### src/rtl/disp_hole_fill.sv
// disp_hole_fill: fills short runs of invalid (0) disparities with the last
// valid disparity on the same row. The fill never crosses a row boundary, and
// a hole run is only filled for its first MAX_HOLE pixels.
// The design is a free-running two-stage pipeline with a fixed latency of 2
// clocks.
// Optional feature, enabled by defining HOLE_FILL_STATS_EN: saturating
// fill/drop hole counters (o_fill_cnt, o_drop_cnt).
module disp_hole_fill #(
  parameter int D        = 64,
  parameter int W        = 640,
  parameter int MAX_HOLE = 8,
  localparam int NBIT    = $clog2(D)
) (
  input  logic            i_clk,
  input  logic            i_rstn,
  input  logic            i_clr,
  input  logic            i_dval,
  input  logic [NBIT-1:0] i_data,
  output logic            o_dval,
  output logic [NBIT-1:0] o_data,
`ifdef HOLE_FILL_STATS_EN
  output logic            o_eol,
  output logic [31:0]     o_fill_cnt,
  output logic [31:0]     o_drop_cnt
`else
  output logic            o_eol
`endif
);

  localparam int CW = (W > 1) ? $clog2(W) : 1;
  localparam int RW = $clog2(MAX_HOLE + 2);
  localparam logic [CW-1:0] COL_LAST = CW'(W - 1);
  localparam logic [RW-1:0] RUN_SAT  = RW'(MAX_HOLE + 1);
  localparam logic [RW-1:0] RUN_MAX  = RW'(MAX_HOLE);

  // stage 1 state
  logic [CW-1:0]   col;
  logic            s1_vld;
  logic [NBIT-1:0] s1_data;
  logic            s1_hole;
  logic            s1_sol;
  logic            s1_eol;

  // stage 2 fill state
  logic [NBIT-1:0] last_valid;
  logic [RW-1:0]   run;

  // stage 2 combinational results
  logic [NBIT-1:0] lv;
  logic [RW-1:0]   rn;
  logic [RW-1:0]   run_next;
  logic            fill;
  logic [NBIT-1:0] data_next;

  // Stage-2 decision: a row start discards the fill history, and the run
  // counter saturates so that long holes can never wrap back into fill range.
  always_comb begin
    lv        = last_valid;
    rn        = run;
    run_next  = run;
    fill      = 1'b0;
    data_next = s1_data;
    if (s1_sol) begin
      lv = '0;
      rn = '0;
    end else begin
      lv = last_valid;
      rn = run;
    end
    if (rn >= RUN_SAT) begin
      run_next = RUN_SAT;
    end else begin
      run_next = rn + RW'(1);
    end
    fill = (lv != '0) && (run_next <= RUN_MAX);
    if (!s1_hole) begin
      data_next = s1_data;
    end else if (fill) begin
      data_next = lv;
    end else begin
      data_next = '0;
    end
  end

  // Stage 1: capture the beat, classify it, and track the column position.
  always_ff @(posedge i_clk or negedge i_rstn) begin
    if (!i_rstn) begin
      col     <= '0;
      s1_vld  <= 1'b0;
      s1_data <= '0;
      s1_hole <= 1'b0;
      s1_sol  <= 1'b0;
      s1_eol  <= 1'b0;
    end else if (i_clr) begin
      col     <= '0;
      s1_vld  <= 1'b0;
      s1_data <= '0;
      s1_hole <= 1'b0;
      s1_sol  <= 1'b0;
      s1_eol  <= 1'b0;
    end else begin
      s1_vld <= i_dval;
      if (i_dval) begin
        s1_data <= i_data;
        s1_hole <= (i_data == '0);
        s1_sol  <= (col == '0);
        s1_eol  <= (col == COL_LAST);
        col     <= (col == COL_LAST) ? '0 : col + CW'(1);
      end
    end
  end

  // Stage 2: register filled output and update fill history; hold data/eol when idle.
  always_ff @(posedge i_clk or negedge i_rstn) begin
    if (!i_rstn) begin
      o_dval     <= 1'b0;
      o_data     <= '0;
      o_eol      <= 1'b0;
      last_valid <= '0;
      run        <= '0;
    end else if (i_clr) begin
      o_dval     <= 1'b0;
      o_data     <= '0;
      o_eol      <= 1'b0;
      last_valid <= '0;
      run        <= '0;
    end else begin
      o_dval <= s1_vld;
      if (s1_vld) begin
        o_data <= data_next;
        o_eol  <= s1_eol;
        if (s1_hole) begin
          last_valid <= lv;
          run        <= run_next;
        end else begin
          last_valid <= s1_data;
          run        <= '0;
        end
      end
    end
  end

`ifdef HOLE_FILL_STATS_EN
  // Saturating counters of filled holes and of holes passed through as 0.
  always_ff @(posedge i_clk or negedge i_rstn) begin
    if (!i_rstn) begin
      o_fill_cnt <= 32'd0;
      o_drop_cnt <= 32'd0;
    end else if (i_clr) begin
      o_fill_cnt <= 32'd0;
      o_drop_cnt <= 32'd0;
    end else if (s1_vld && s1_hole) begin
      if (fill) begin
        if (o_fill_cnt != 32'hFFFF_FFFF) begin
          o_fill_cnt <= o_fill_cnt + 32'd1;
        end
      end else begin
        if (o_drop_cnt != 32'hFFFF_FFFF) begin
          o_drop_cnt <= o_drop_cnt + 32'd1;
        end
      end
    end
  end
`endif

endmodule

### config.mk
export PLATFORM = sky130hd
export DESIGN_NAME = disp_hole_fill
export DESIGN_NICKNAME = d
export VERILOG_FILES = /design/src/rtl/disp_hole_fill.sv
export SDC_FILE = /design/constraint.sdc
export NUM_CORES = 1
export LEC_CHECK = 0
export CAP_MARGIN = 20
export CORE_MARGIN = 4
export CORE_UTILIZATION = 50
export DETAILED_ROUTE_END_ITERATION = 10
export PLACE_DENSITY = 0.74
export RECOVER_POWER = 100
export SLEW_MARGIN = 5
export SYNTH_ARGS = -nofsm -noshare
export SYNTH_HDL_FRONTEND = slang
export SYNTH_SLANG_ARGS = --single-unit
### constraint.sdc
create_clock -name i_clk -period 1.5 [get_ports i_clk]
set_input_delay 0.3 -clock i_clk [delete_from_list [all_inputs] [get_ports i_clk]]
set_output_delay 0.3 -clock i_clk [all_outputs]
set_load 0.02 [all_outputs]
==> impl_metrics.json <==
{
  "status": "finished, violations left",
  "violations": "setup timing",
  "drv_slew": 0,
  "gr-total-overflow": 0,
  "worstSetupEndpointType": "register",
  "crit_start": "s1_sol",
  "path_clk_slew_ns": 0.11,
  "grt_max_degree": 39,
  "die_area_um2": 4611,
  "start_util_pct": 52.93,
  "place_ws_ns": -0.1651,
  "ir_drop_v": 0.0006960,
  "firstDrtPassIters": 5,
  "worst_pin_slew_ns": 0.9301,
  "layout_common_cells": "dfrtp_1 (36), nor2_1 (23), buf_4 (20)",
  "antenna_cells": 0,
  "intPower_uw": 1385,
  "chipHeight_um": 67.91,
  "hold_buffers": 0,
  "cts_tree": "built",
  "finClkSkew_ns": 0.01205,
  "num-fill-cells": 249,
  "pwr-share-seq_pct": 57.8,
  "grt_pass1_wl_um": 6893,
  "layout_setup_ws_ns": -0.09009,
  "io_buffer_count": 17,
  "seq_area_frac_synth_pct": 53.00,
  "register_area_um2": 953.4,
  "synth_seq_cells": 38,
  "synthTopCellsByArea": "dfrtp_1 (53%), nor2_1 (4.8%), mux2i_1 (3.9%), ha_1 (3.5%), o21ai_0 (3.3%)",
  "drc": 0,
  "syn_area_um2": 1794,
  "cts_buffer_depth": 2,
  "avgSynthCellArea_um2": 10.08,
  "maxCapViolations": 0,
  "power_switching_uw": 492.5,
  "gp_congestion": 0.8845,
  "drive_gt1_share_pct": 21.97,
  "drt_iter0_markers": 99,
  "track_usage_pct": 20.29,
  "routedWlPerCell_um": 15.38,
  "synth_top_area_share_pct": 53.00,
  "setup_viol_count_final": 4,
  "layout_min_cycle_time_ns": 1.590,
  "required_ns": 1.78,
  "io_pins": 18,
  "core_area_um2": 3390,
  "synth_top_cell_by_area": "dfrtp_1",
  "synth.distinct_cells": 38,
  "final_common_cell": "dfrtp_1",
  "dpl.cell_count": 255,
  "rsz0062_at_grt": "yes",
  "fmax_ghz": 0.6289,
  "nNetsFinal": 237,
  "r2r-start": "s1_sol",
  "syn_inst": 178,
  "ant_nets": 0,
  "swShare_pct": 26.23,
  "cts.sinks": 38,
  "pwr-share-clk_pct": 30.5,
  "htreeDepth": 2,
  "cts_root_buf": "clkbuf_4",
  "p_comb_share_pct": 11.7,
  "hp-start": "o_data[1]",
  "hold_violations": 0,
  "drt-vias-per-instance": 5.558,
  "multi_input_area_um2": 880.8,
  "finalCritPeriodShare_pct": 106.0,
  "drt-total-wl_um": 4137,
  "grt_antenna_before_repair": 0,
  "max_slew_margin_pct": 37.99,
  "cp.arrival_ns": 1.87,
  "final_cells": 269,
  "hpwl_um": 2921,
  "worst-path-max-fanout": 4,
  "syn-num-nets": 193,
  "rows": 21,
  "die_x_um": 67.91,
  "yosysWarnings": 0,
  "grt_pass1_vias": 1538,
  "area.growth.synth_to_final_pct": 29.64,
  "insertion_delay_ns": 0.36,
  "leakage_uw": 0.001079,
  "power.density_nw_per_um2": 807.3,
  "critical_path_class": "reg2reg",
  "cts_made_buffers": 5,
  "start_kind": "register",
  "vias": 1495,
  "hp-class": "reg2reg"
}
path summary, 6_finish.rpt:
check	end	slack, ns	depth (start not counted)
max	run[2]	-0.09	6
min	o_data[1]	0.49	2
max reg2reg	run[2]	-0.09	6
min reg2reg	o_data[1]	0.49	2
max in group asynchronous	col[0]	0.25	2
min in group asynchronous	o_data[4]	0.60	2
flip-flops by register name, summed over array words and instances, names as in the netlist:
signal / cells
col: 10
last_valid: 6
o_data: 6
s1_data: 6
run: 4
o_dval: 1
o_eol: 1
s1_eol: 1
s1_hole: 1
s1_sol: 1
s1_vld: 1
power by group through the flow:
stage | Sequential (uW) | Combinational [uW] | Clock, uW
2_1_floorplan | 1100 | 100 | 0
3_3_place_gp | 1100 | 216 | 0
3_5_place_dp | 1100 | 225 | 0
4_1_cts | 1080 | 223 | 572
5_1_grt | 1090 | 245 | 635
6_report | 1090 | 220 | 572
repair_timing:
item	4_1_cts	5_1_grt
buffers inserted	4	3
resized for setup	15	11
setup endpoints to repair	10	16
pin swaps	2	3
Yosys cell counts:
library cell / number
clkbuf_1: 3
a211oi_1: 7
inv_1: 8
o211ai_1: 2
nor4b_1: 1
nor2_2: 1
dfrtp_1: 38
o21ai_0: 12
o41ai_1: 1
o2bb2ai_1: 1
nor2_1: 23
nand3_1: 2
or3_1: 1
and3_1: 3
a41oi_1: 1
nor3_1: 3
nand4_2: 1
nor3_2: 1
nor2b_1: 3
o22ai_1: 1
nor3b_1: 2
nand2b_1: 5
ha_1: 5
nor4_1: 3
a21o_1: 2
a31o_2: 1
o21ai_1: 2
mux2i_1: 7
a22oi_1: 6
xor2_1: 2
buf_2: 3
a32o_1: 1
a21oi_1: 4
and4_1: 1
nand2_1: 16
o32ai_1: 1
nand4_1: 1
xnor2_1: 3
critical path, stage by stage, from the launching register on:
cell	delay [ns]
dfrtp_2	0.46
nand2b_4	0.18
ha_4	0.17
nor3b_4	0.21
o211ai_1	0.12
o32ai_1	0.24
o2bb2ai_1	0.15
stage by stage:
step	util, %	TNS (ns)	hold slack, ns	power [uW]	area [um2]
finish	68.62	-0.1820	0.4859	1878	2326
global route	68.62	-1.385	0.5102	1970	2326
CTS	67.59	-0.1695	0.3231	1878	2291
detailed placement	64.49	-0.8768	0.4739	1328	2186
global placement	64.49	-0.2824	0.4624	1318	2186
floorplan	-	-0.02476	0.004409	1204	1809
metal layers:
metal  part of all wire, %  vias up  global-route usage [%]  routed length, um
met5                     0        -                       0                  0
met4                   1.6        0                   6.700                 65
met3                   4.8        8                   5.911                200
met2                    53       52                   36.57               2180
met1                    41      714                   22.91               1691
li1                      -      721                       -                  -
cell families after synthesis:
| kind of cell | after synthesis | synth area share, % |
|---|---|---|
| buffers and inverters | 14 | 3.138 |
| multiplexers | 7 | 3.905 |
| AO/OA/AOI/OAI | 42 | 15.48 |
| XOR/XNOR | 5 | 2.441 |
| AND/OR/NAND/NOR | 67 | 18.55 |
| flip-flops | 38 | 53.00 |
| adder cells (fa/ha/maj) | 5 | 3.487 |
area by class of cell:
class                      count  area share, %
sequential                    38          40.99
multi-input combinational    126          37.87
timing repair buffer          43          14.79
tap                           46          2.474
clock buffer                   7          2.367
inverter                       8          1.291
clock inverter                 1         0.2152
Note: power is estimated with default switching activity, not from simulation.
